**src/rtl/control_unit.sv**
```systemverilog
// Instruction decoder and program counter for the 8-bit CPU.
// Defining CTRL_LOADI_EN compiles in the LOADI (inst[7]=1) decode.
module control_unit (
  input  logic       clk,
  input  logic       rst,
  input  logic [7:0] inst,
  output logic [7:0] memAddr,
  output logic [2:0] aluSel,
  output logic [2:0] regInSel,
  output logic [2:0] regOutSel,
  output logic       regInEn,
  output logic       regOutEn,
  output logic       genConst
);

  localparam logic [7:0] InstHalt = 8'b00011_111;

  logic [7:0] pc_q, pc_d;
  logic       halted_q, halted_d;
  logic [2:0] alu_sel, reg_in_sel, reg_out_sel;
  logic       reg_in_en, reg_out_en;
  logic       active;

  assign active = rst && !halted_q;

  always_comb begin
    pc_d     = pc_q;
    halted_d = halted_q;
    if (!rst) begin
      pc_d     = 8'h00;
      halted_d = 1'b0;
    end else if (!halted_q) begin
      // HALT leaves the PC pointing at itself.
      if (inst == InstHalt) begin
        halted_d = 1'b1;
      end else begin
        pc_d = pc_q + 8'd1;
      end
    end
  end

  always_ff @(posedge clk) begin
    pc_q     <= pc_d;
    halted_q <= halted_d;
  end

`ifdef CTRL_LOADI_EN
  logic gen_const;
`endif

  always_comb begin
    alu_sel     = 3'b000;
    reg_in_sel  = 3'b000;
    reg_out_sel = 3'b000;
    reg_in_en   = 1'b0;
    reg_out_en  = 1'b0;
`ifdef CTRL_LOADI_EN
    gen_const   = 1'b0;
`endif
    if (active) begin
      if (inst[7]) begin
`ifdef CTRL_LOADI_EN
        gen_const  = 1'b1;
        reg_in_en  = 1'b1;
        reg_in_sel = inst[2:0];
`endif
      end else if (inst[6]) begin
        alu_sel     = inst[5:3];
        reg_out_sel = inst[2:0];
        reg_out_en  = 1'b1;
        reg_in_en   = 1'b1;
      end else begin
        case (inst[5:3])
          3'b001: begin
            reg_out_sel = inst[2:0];
            reg_out_en  = 1'b1;
            reg_in_en   = 1'b1;
          end
          3'b010: begin
            reg_in_sel = inst[2:0];
            reg_out_en = 1'b1;
            reg_in_en  = 1'b1;
          end
          default: ;
        endcase
      end
    end
  end

  assign memAddr   = rst ? pc_q : 8'h00;
  assign aluSel    = alu_sel;
  assign regInSel  = reg_in_sel;
  assign regOutSel = reg_out_sel;
  assign regInEn   = reg_in_en;
  assign regOutEn  = reg_out_en;
`ifdef CTRL_LOADI_EN
  assign genConst  = gen_const;
`else
  assign genConst  = 1'b0;
`endif

endmodule

```
**config.mk**
```make
export PLATFORM = sky130hd
export DESIGN_NAME = control_unit
export DESIGN_NICKNAME = d
export VERILOG_FILES = /design/src/rtl/control_unit.sv
export SDC_FILE = /design/constraint.sdc
export NUM_CORES = 1
export LEC_CHECK = 0
export BUFFER_PORTS_ARGS = -buffer_cell sky130_fd_sc_hd__buf_2
export CAP_MARGIN = 0
export CORE_UTILIZATION = 44
export CTS_CLUSTER_SIZE = 28
export DETAILED_ROUTE_END_ITERATION = 16
export PLACE_DENSITY = 0.77
export SYNTH_ARGS = -nofsm -noshare
export SYNTH_HDL_FRONTEND = slang
export SYNTH_SLANG_ARGS = --single-unit
```
**constraint.sdc**
```tcl
create_clock -name clk -period 1.8 [get_ports clk]
set_input_delay 0.09 -clock clk [delete_from_list [all_inputs] [get_ports clk]]
set_output_delay 0.09 -clock clk [all_outputs]
set_load 0.01 [all_outputs]
```
==> impl_results.md, run 1 <==
* Root Buffer: clkbuf_4
* YS warnings at 0
* Layout cell share with drive strength beyond 1 at 33.96%
* Setup_tns at 0 ps
* Peak supply drop at 0.2395 mV
* Port buffer count at 28
* ANT cells at 0
* Area growth, synth to finish at 27.45%
* Synth Register Bits at 9
* Clk pwr share at 36.6%
* ANT nets after route at 0
* DR vias at 639
* DRT iter0 DRCs at 13
* Synth Area per Inst at 8.108 um^2
* Final Max Slew Viols at 0
* Worst-skew pair later-pin latency at 270 ps
* Yosys top cell area share at 28.86%
* Post-Syn Nets at 88
* # DRC at 0
* Grt met3 use at 5.682%
* Post-synthesis sequential area ratio at 28.86%
* Max-Cap Viols at 0
* Remaining Overflow, GRT at 0
* Minimum clock period at 1531 ps
* Pin count of the biggest net entering global routing at 19
* Final core utilization at 60.40%
* Sw Ratio at 27.69%
* Crit Path Class: flip-flop to output port
* Wire per inst at 11.64 um
* Horiz. Die Dim at 39.67 um
* Required time worst endpoint at 1710 ps
* Yosys cell types at 31
* Final Wtd Congestion at 0.7045
* List of most frequent post-synthesis cells: 13 x and2_1, 9 x dfxtp_1, 6 x nor2_1
* Clock Skew at 2.707 ps
* RSZ-0062 raised after global routing: false
* Most common flop cell mapped by yosys: dfxtp_1
* CTS tree: yes
* First-pass GRT wire length at 2.173 mm
* Core ar. at 1318 um^2
* H-tree levels at 1
* Antenna violations before repair at 0
* Die height at 39.67 um
* Final period util at 85.04%
* CP max stage delay at 350 ps
* Met1 global-route usage at 25.00%
* Vias per inst at 5.281
* Cell Chain, Critical Path: nor3b_2, and4b_1, and2_1, buf_2
* Vias in the first global route at 515
* CTS Hold Buffers Added at 0
* Psw at 0.1244 mW
* Initial core utilization at 47.39%
* HPWL Detailed at 1.068 mm
* Syn Inst Count at 77
* Int Power at 0.3250 mW
* Multi-input gate area at 415.4 um^2
* Critical path endpoint category: output port
* CTS buffer count at 3
* Leakage at 0.4415 nW
* Critical Path AT at 1440 ps
* CP top delay family: simple AND/OR/NAND/NOR gates
* Comb pwr share at 16.1%
* Global route hottest layer: met2
* CP Buf/Inv Count at 1
* Number of synthesized flops with an enable pin at 0
* Drt total wl at 1.409 mm
* GRT Util Overall at 21.46%
* Setup violators final at 0
* Die Footprint at 1574 um^2
* Async set or reset register ratio after synthesis at 0%
* Layout fillers at 118
* Most frequent cell after synthesis: and2_1
* Pwr/cell area at 564.8 nW/um^2
* Hold Path Class: input pin to flip-flop
* Grt met2 use at 34.43%
* Crit start category: flip-flop
* Top-level I/O count at 30
* Area leader, netlist: dfxtp_1
* Post-Syn Area at 624.3 um^2
* Overall Power at 0.4495 mW
* Slowest cell on crit path: dfxtp_1
* Final Hold Viols at 0
* Clock transition at path regs at 60 ps
* Register share of total power at 47.2%
* Cell row count at 13
* Seq. cell area at 180.2 um^2
* Sinks on Clock Net at 9
* Clk buf depth at 2
* Nets at 118
* Fmax achieved at 653.3 MHz
* Synth top area cells: dfxtp_1 29%, and2_1 13%, xor2_1 4.2%, nor2b_1 4.0%, mux2_1 3.6%
* Outcome: complete, no violations
* Drt pass-1 iters at 4
* Critical Path Fanout Max at 6
==> placed cells by master (no fill, tap or decap) <==
cell type and instances:
a211oi_1 1, a21oi_1 2, and2_1 13, and2_4 1
and3_1 2, and3_2 1, and3b_1 1, and4b_1 2
and4bb_4 1, buf_2 28, clkbuf_1 1, clkbuf_4 3
conb_1 1, dfxtp_1 9, ha_1 1, inv_1 4
mux2_1 2, mux2_2 1, nand2_1 5, nand2b_1 1
nand3_1 1, nand4_1 1, nand4b_1 1, nor2_1 6
nor2b_1 4, nor3b_1 1, nor3b_2 1, nor4_1 2
o21a_1 1, o21ai_0 3, or4b_1 1, xnor2_1 1
xor2_1 3
==> registers in the layout (all words and copies together), names as in the netlist <==
signal / flops
pc_q: 8
halted_q: 1
==> routing by layer <==
layer  vias up  wire (um)  part of all wire [%]
li1        316          -                     -
met1       286        589                    42
met2        30        673                    48
met3         7        101                   7.2
met4         0         46                   3.3
met5         -          0                     0
==> power by group through the flow <==
stage          Combinational (mW)  Clock (mW)  Sequential, mW
2_1_floorplan              0.0436           0           0.215
3_3_place_gp               0.0697           0           0.216
3_5_place_dp               0.0714           0           0.217
4_1_cts                    0.0721       0.169           0.212
5_1_grt                    0.0812       0.181           0.213
6_report                   0.0724       0.165           0.212
==> worst reg2reg max path, stage by stage, from the launching register on <==
cell	delay [ps]
dfxtp_1	390
ha_1	180
nand2b_1	90
nor4_1	370
mux2_1	350
==> through the flow <==
stage / std cells / instance area [um^2] / hold slack [ps] / setup WS, ps
after CTS: 121 / 790.8 / 193.1 / 107.1
after global placement: 117 / 764.5 / 476.7 / 383.4
final: 121 / 795.8 / 193.9 / 269.3
after floorplan: 77 / 624.3 / 267.1 / 483.8
after detailed placement: 117 / 764.5 / 479.1 / 347.8
after global routing: 121 / 795.8 / 204.3 / 179.9
==> what timing repair did <==
action | in CTS | in global routing
buffers inserted | 0 | 0
endpoints found under the setup margin | 0 | 3
gates resized for setup | 0 | 1
==> cell families (layout without fill, tap and decap cells) <==
kind of cell             after synthesis  count (layout)  share of synthesized area (%)
adder cells (fa/ha/maj)                1               1                          2.004
AND/OR/NAND/NOR                       45              45                          45.69
XOR/XNOR                               4               4                          5.612
AO/OA/AOI/OAI                          7               7                          6.413
other                                  1               1                         0.6006
flip-flops                             9               9                          28.86
multiplexers                           3               3                          5.410
buffers and inverters                  7              36                          5.409
==> final timing paths <==
kind                        startpoint  depth (start not counted)  slack, ps              endpoint
hold / removal                     rst                          2        190   halted_q$_SDFF_PN0_
setup / recovery   halted_q$_SDFF_PN0_                          4        270           regInSel[2]
setup reg to reg  pc_q[0]$_SDFFE_PN0P_                          4        300  pc_q[6]$_SDFFE_PN0P_
hold reg to reg   pc_q[5]$_SDFFE_PN0P_                          2        540  pc_q[5]$_SDFFE_PN0P_
==> cell type report <==
| type | instances | area share, % |
|---|---|---|
| flip-flops and latches | 9 | 22.64 |
| well taps | 15 | 2.358 |
| clock buffers | 4 | 3.302 |
| multi-input cells | 61 | 52.20 |
| repair buffers | 28 | 17.61 |
| inverters | 4 | 1.887 |
(Power assumes the default switching activity.)
==> inputs of run 2 (changes only) <==
Settings changed: CORE_UTILIZATION 44 to 25, PLACE_DENSITY 0.77 to 0.49.
==> run 2 against run 1 <==
  * Clock power is 6% lower
  * Global-route usage decreased by 11 points
  * Non-clock buffer count is 1 higher
  * Utilization fell by 25 points
  * Critical endpoint unchanged
  * Count of clock-buffer cells in the layout unchanged
  * Cell area grew 2.4%
  * Via count shrank 7.0%
==> impl_results.md, run 2 (same netlist as run 1, synthesis figures left out) <==
* Outcome: complete, no violations
* Die Footprint at 2701 um^2 (+72%)
* Drt pass-1 iters at 4 (unchanged)
* Drt total wl at 1.322 mm (-6.2%)
* Largest register FFs at 8 (unchanged)
* Multi-input gate area at 410.4 um^2 (-1.2%)
* ANT nets after route at 0 (unchanged)
* Final period util at 82.44% (-2.6 points)
* HPWL Detailed at 1.053 mm (-1.4%)
* Final Max Slew Viols at 0 (unchanged)
* Initial core utilization at 27.43% (-20 points)
* Pre-CTS WS at 375.3 ps (+27.53 ps)
* Root Buffer: clkbuf_4
* Clock transition at path regs at 60 ps (about the same)
* Crit Path Class: flip-flop to output port
* Post-CTS Repair Setup Buffers at 0 (unchanged)
* Seq. cell area at 180.2 um^2 (unchanged)
* Clock Skew at 1.091 ps (-1.617 ps)
* R2R cell count at 4 (unchanged)
* Area growth, synth to finish at 30.46%
* Top flop regs: pc_q: 8 flops, halted_q: 1 flops
* Top reg by flops: pc_q
* Critical path endpoint category: output port
* Horiz. Die Dim at 51.98 um (+31%)
* Leakage at 0.4442 nW (+0.61%)
* DRT iter0 DRCs at 3 (-10)
* Pwr/cell area at 540.6 nW/um^2 (-4.3%)
* Placed Cells at 131 (+12%)
* Layout cell share with drive strength beyond 1 at 33.64% (-0.32 points)
* WL met3 at 57 um (-44%)
* Nets at 119 (+0.85%)
* Remaining Overflow, GRT at 0 (unchanged)
* Final Hold Viols at 0 (unchanged)
* Layout fillers at 240 (+100%)
* Hold Path Class: input pin to flip-flop
* Sinks on Clock Net at 9 (unchanged)
* GRT Util Overall at 10.82% (-11 points)
* Commonest non-fill, non-tap cells in the layout: 28 x buf_2, 13 x and2_1, 9 x dfxtp_1
* Minimum clock period at 1484 ps (-46.74 ps)
* Required time worst endpoint at 1710 ps (about the same)
* Vias in the first global route at 481 (-6.6%)
* Final Wtd Congestion at 0.7479 (+6.2%)
* # DRC at 0 (unchanged)
* Metal-1 WL at 638 um (+8.3%)
* RSZ-0062 raised after global routing: false
* Setup violators final at 0 (unchanged)
* Antenna violations before repair at 0 (unchanged)
* Pin count of the biggest net entering global routing at 19 (unchanged)
* H-tree levels at 1 (unchanged)
* First-pass GRT wire length at 2.090 mm (-3.8%)
* Post_cts resized at 0 (unchanged)
* Post-Layout Cell Count at 135 (+12%)
* Setup_tns at 0 ps (unchanged)
* Wire per inst at 9.793 um (-16%)
* CTS tree: yes
* Fmax achieved at 673.9 MHz (+3.1%)
* Worst-skew pair later-pin latency at 260 ps (about the same)
* Peak supply drop at 0.2918 mV (+22%)
* CTS buffer count at 3 (unchanged)
* Port buffer count at 28 (unchanged)
* Final core utilization at 35.79% (-25 points)
* Vias per inst at 4.400 (-17%)
* Final worst slack at 316.0 ps (+46.74 ps)
* DR top layer: met3
* WHS at 206.7 ps (+12.79 ps)
* Cell row count at 17 (+4)
* Crit start category: flip-flop
* Core ar. at 2276 um^2 (+73%)
* Clk buf depth at 2 (unchanged)
* Top-level I/O count at 30 (unchanged)
* Commonest non-fill, non-tap cell in the layout: buf_2
* ANT cells at 0 (unchanged)
* Die height at 51.98 um (+31%)
* Max-Cap Viols at 0 (unchanged)
* Hold Path Depth at 2 (unchanged)
* Critical Path Fanout Max at 5 (-1)
* DR vias at 594 (-7.0%)
* Routed wl met2 at 626 um (-7.0%)
* CTS Hold Buffers Added at 0 (unchanged)
* Critical Path AT at 1390 ps (-50 ps)
==> run 2: report_power, final <==
| part | internal [mW] | leakage (nW) | switching, mW |
|---|---|---|---|
| clock | 0.0854 | 0.0150 | 0.0700 |
| sequential | 0.205 | 0.0731 | 0.00705 |
| combinational | 0.0347 | 0.356 | 0.0376 |
==> run 2: per-layer routing <==
metal  up-vias  track usage [%]
met5         -                0
met4         0            2.703
met3         0            6.140
met2        10            16.24
met1       260            13.13
li1        324                -
==> run 2: path summary, 6_finish.rpt <==
| path | slack, ps | startpoint | end |
|---|---|---|---|
| max | 320 | halted_q$_SDFF_PN0_ | regInSel[2] |
| min | 210 | rst | halted_q$_SDFF_PN0_ |
| max reg2reg | 390 | pc_q[0]$_SDFFE_PN0P_ | pc_q[6]$_SDFFE_PN0P_ |
| min reg2reg | 540 | pc_q[5]$_SDFFE_PN0P_ | pc_q[5]$_SDFFE_PN0P_ |
==> run 2: worst max-delay path: stages (launching register included) <==
cell and delay, ps:
dfxtp_1 330, nor3b_1 280, and4b_1 280, and2_1 130
buf_2 120
==> run 2: layout make-up <==
class,count,area share (%)
multi-input combinational,61,50.38
sequential,9,22.12
timing repair buffer,29,18.13
tap,28,4.301
clock buffer,4,3.226
inverter,4,1.843
==> run 2: per-stage QoR <==
step                power, mW  cell area, um^2
finish                 0.4403            814.5
global route           0.4754            814.5
CTS                    0.4497            814.5
detailed placement     0.2896            788.3
global placement       0.2894            788.3
floorplan              0.2585            624.3
==> inputs of run 3 (changes only) <==
Clock period 1.8 ns to 1.4 ns, I/O delays scaled along.
==> run 3 against run 2 <==
  * Count of clock-buffer cells in the layout stayed put
  * Sequential power up 28%
  * Clock power increased by 29%
  * Clock skew increased by 1.7 ps
  * Wire length is 12% higher
  * Flip-flop and latch count did not move
  * Global-route usage rose by 1.7 points
  * Cell area grew 12%
  * Die area is the same
  * Sequential share of layout area shrank 2.0 points
  * Critical path type unchanged
  * Largest cell class unchanged
==> impl_results.md, run 3 (same netlist as run 1, synthesis figures left out) <==
* Post-DP Area at 855.8 um^2 (+8.6%)
* Commonest non-fill, non-tap cell in the layout: buf_2
* CTS buffer count at 3 (unchanged)
* Minimum clock period at 1360 ps
* Top reg by flops: pc_q
* Int Power at 0.4381 mW (+35%)
* Final Max Slew Viols at 0 (unchanged)
* Fmax achieved at 735.4 MHz
* HPWL Detailed at 1.188 mm (+13%)
* Outcome: complete, no violations
* Max-Cap Viols at 0 (unchanged)
* Commonest non-fill, non-tap cells in the layout: 28 x buf_2, 13 x and2_1, 10 x buf_4
* Remaining Overflow, GRT at 0 (unchanged)
* R2r endpoint: pc_q[6]$_SDFFE_PN0P_
* Horiz. Die Dim at 51.98 um (unchanged)
* Final Hold Viols at 0 (unchanged)
* ANT cells at 0 (unchanged)
* Drt pass-1 iters at 2 (-2)
* Final core utilization at 40.19% (+4.4 points)
* Crit start category: flip-flop
* Required time worst endpoint at 1330 ps (-380 ps)
* Layout cell share with drive strength beyond 1 at 44.83% (+11 points)
* Final period util at 97.13%
* Clk buf depth at 2 (unchanged)
* Drt total wl at 1.484 mm (+12%)
* Die Footprint at 2701 um^2 (unchanged)
* Hold Path Depth at 3 (+1)
* Leakage at 0.4928 nW (+11%)
* Antenna violations before repair at 0 (unchanged)
* DRT iter0 DRCs at 13 (+10)
* Initial core utilization at 27.43% (unchanged)
* Pwr/cell area at 646.6 nW/um^2 (+20%)
* ANT nets after route at 0 (unchanged)
* Port buffer count at 28 (unchanged)
* Root Buffer: clkbuf_4
* FF-to-FF Start: pc_q[0]$_SDFFE_PN0P_
* Comb pwr share at 20.1% (+3.7 points)
* First-pass GRT wire length at 2.463 mm (+18%)
* Core ar. at 2276 um^2 (unchanged)
* Top-level I/O count at 30 (unchanged)
* Largest register FFs at 8 (unchanged)
* Crit Path Class: flip-flop to output port
* DR vias at 652 (+9.8%)
* Cell row count at 17 (unchanged)
* # DRC at 0 (unchanged)
* Vias per inst at 4.528 (+2.9%)
* Psw at 0.1533 mW (+34%)
* CTS Hold Buffers Added at 0 (unchanged)
* Sinks on Clock Net at 9 (unchanged)
* Wire per inst at 10.31 um (+5.2%)
* Clk pwr share at 33.8% (-1.5 points)
* Die height at 51.98 um (unchanged)
* Layout Cell Area excl Fill at 914.6 um^2 (+12%)
* Overall Power at 0.5914 mW (+34%)
* H-tree levels at 1 (unchanged)
* Hold Path Class: input pin to flip-flop
* CP endpoint: regInSel[1]
* Register share of total power at 46.0% (-2.3 points)
* GRT Util Overall at 12.50% (+1.7 points)
* Critical Path Fanout Max at 5 (unchanged)
* R2R cell count at 4 (unchanged)
* Clock Skew at 2.827 ps (+1.737 ps)
* Reg-to-reg slack, setup at 90 ps (-300 ps)
* Worst Setup SP: halted_q$_SDFF_PN0_
* Post-CTS Repair Setup Buffers at 0 (unchanged)
* RSZ-0062 raised after global routing: true
* Area growth, synth to finish at 46.49%
* Final Wtd Congestion at 0.7586 (+1.4%)
* Vias in the first global route at 574 (+19%)
* Clock transition at path regs at 60 ps (about the same)
* CTS tree: yes
* Top flop regs: pc_q: 8 flops, halted_q: 1 flops
* Worst-skew pair later-pin latency at 260 ps (about the same)
* Sw Ratio at 25.92% (-0.13 points)
* Critical Path AT at 1290 ps (-100 ps)
* Pin count of the biggest net entering global routing at 18 (-1)
* Nets at 128 (+7.6%)
* Setup violators final at 0 (unchanged)
* Critical path endpoint category: output port
* Peak supply drop at 0.4591 mV (+57%)
## run 3: cell types whose count changed in the layout (fill, tap and decap cells not counted), sizes merged
cell	delta
buf	+9
## run 3: power by group through the flow
stage          sequential [mW]  clock [mW]  combinational, mW
2_1_floorplan            0.276           0             0.0560
3_3_place_gp             0.276           0              0.116
3_5_place_dp             0.277           0              0.116
4_1_cts                  0.271       0.207              0.117
5_1_grt                  0.273       0.225              0.133
6_report                 0.272       0.200              0.119
## run 3: layout make-up
type                       instances  area [um^2]
inverter                           4        15.01
sequential                         9        183.9
timing repair buffer              38        215.2
clock buffer                       4        26.28
tap                               28        35.03
multi-input combinational         61        439.2
fill                             230         1361
## run 3: worst max-delay path, cell delays in order (launching register included)
cell	delay, ps
dfxtp_2	340
nor3b_4	200
and4b_1	240
and2_1	130
buf_2	120
## run 3: metrics by stage
stage          hold slack [ps]  TNS (ps)  instances  setup slack (ps)
6_report                 268.4         0        144             40.20
3_5_place_dp             449.6         0        140             39.96
2_1_floorplan            227.1         0         77             83.76
5_1_grt                  272.3    -283.0        144            -70.46
4_1_cts                  250.4         0        144             1.729
3_3_place_gp             453.7         0        140             22.98
## run 3: repair_timing
| item | in CTS | in global routing |
|---|---|---|
| pin swaps | 4 | 4 |
| gates resized for setup | 2 | 6 |
| endpoints found under the setup margin | 9 | 14 |
## run 3: layer usage
metal	wire length [um]	GRT usage, %	vias to the layer above
li1	-	-	341
met1	704	14.98	298
met2	710	19.23	11
met3	52	6.140	2
met4	17	4.054	0
met5	0	0	-
## run 3: worst min path at each step
stage / startpoint / end / slack (ps)
final: rst / pc_q[0]$_SDFFE_PN0P_ / 270
after global routing: rst / halted_q$_SDFF_PN0_ / 270
after CTS: rst / pc_q[3]$_SDFFE_PN0P_ / 250
after detailed placement: inst[1] / regOutSel[1] / 450
after global placement: inst[1] / regOutSel[1] / 450
after floorplan: inst[0] / regOutSel[0] / 230
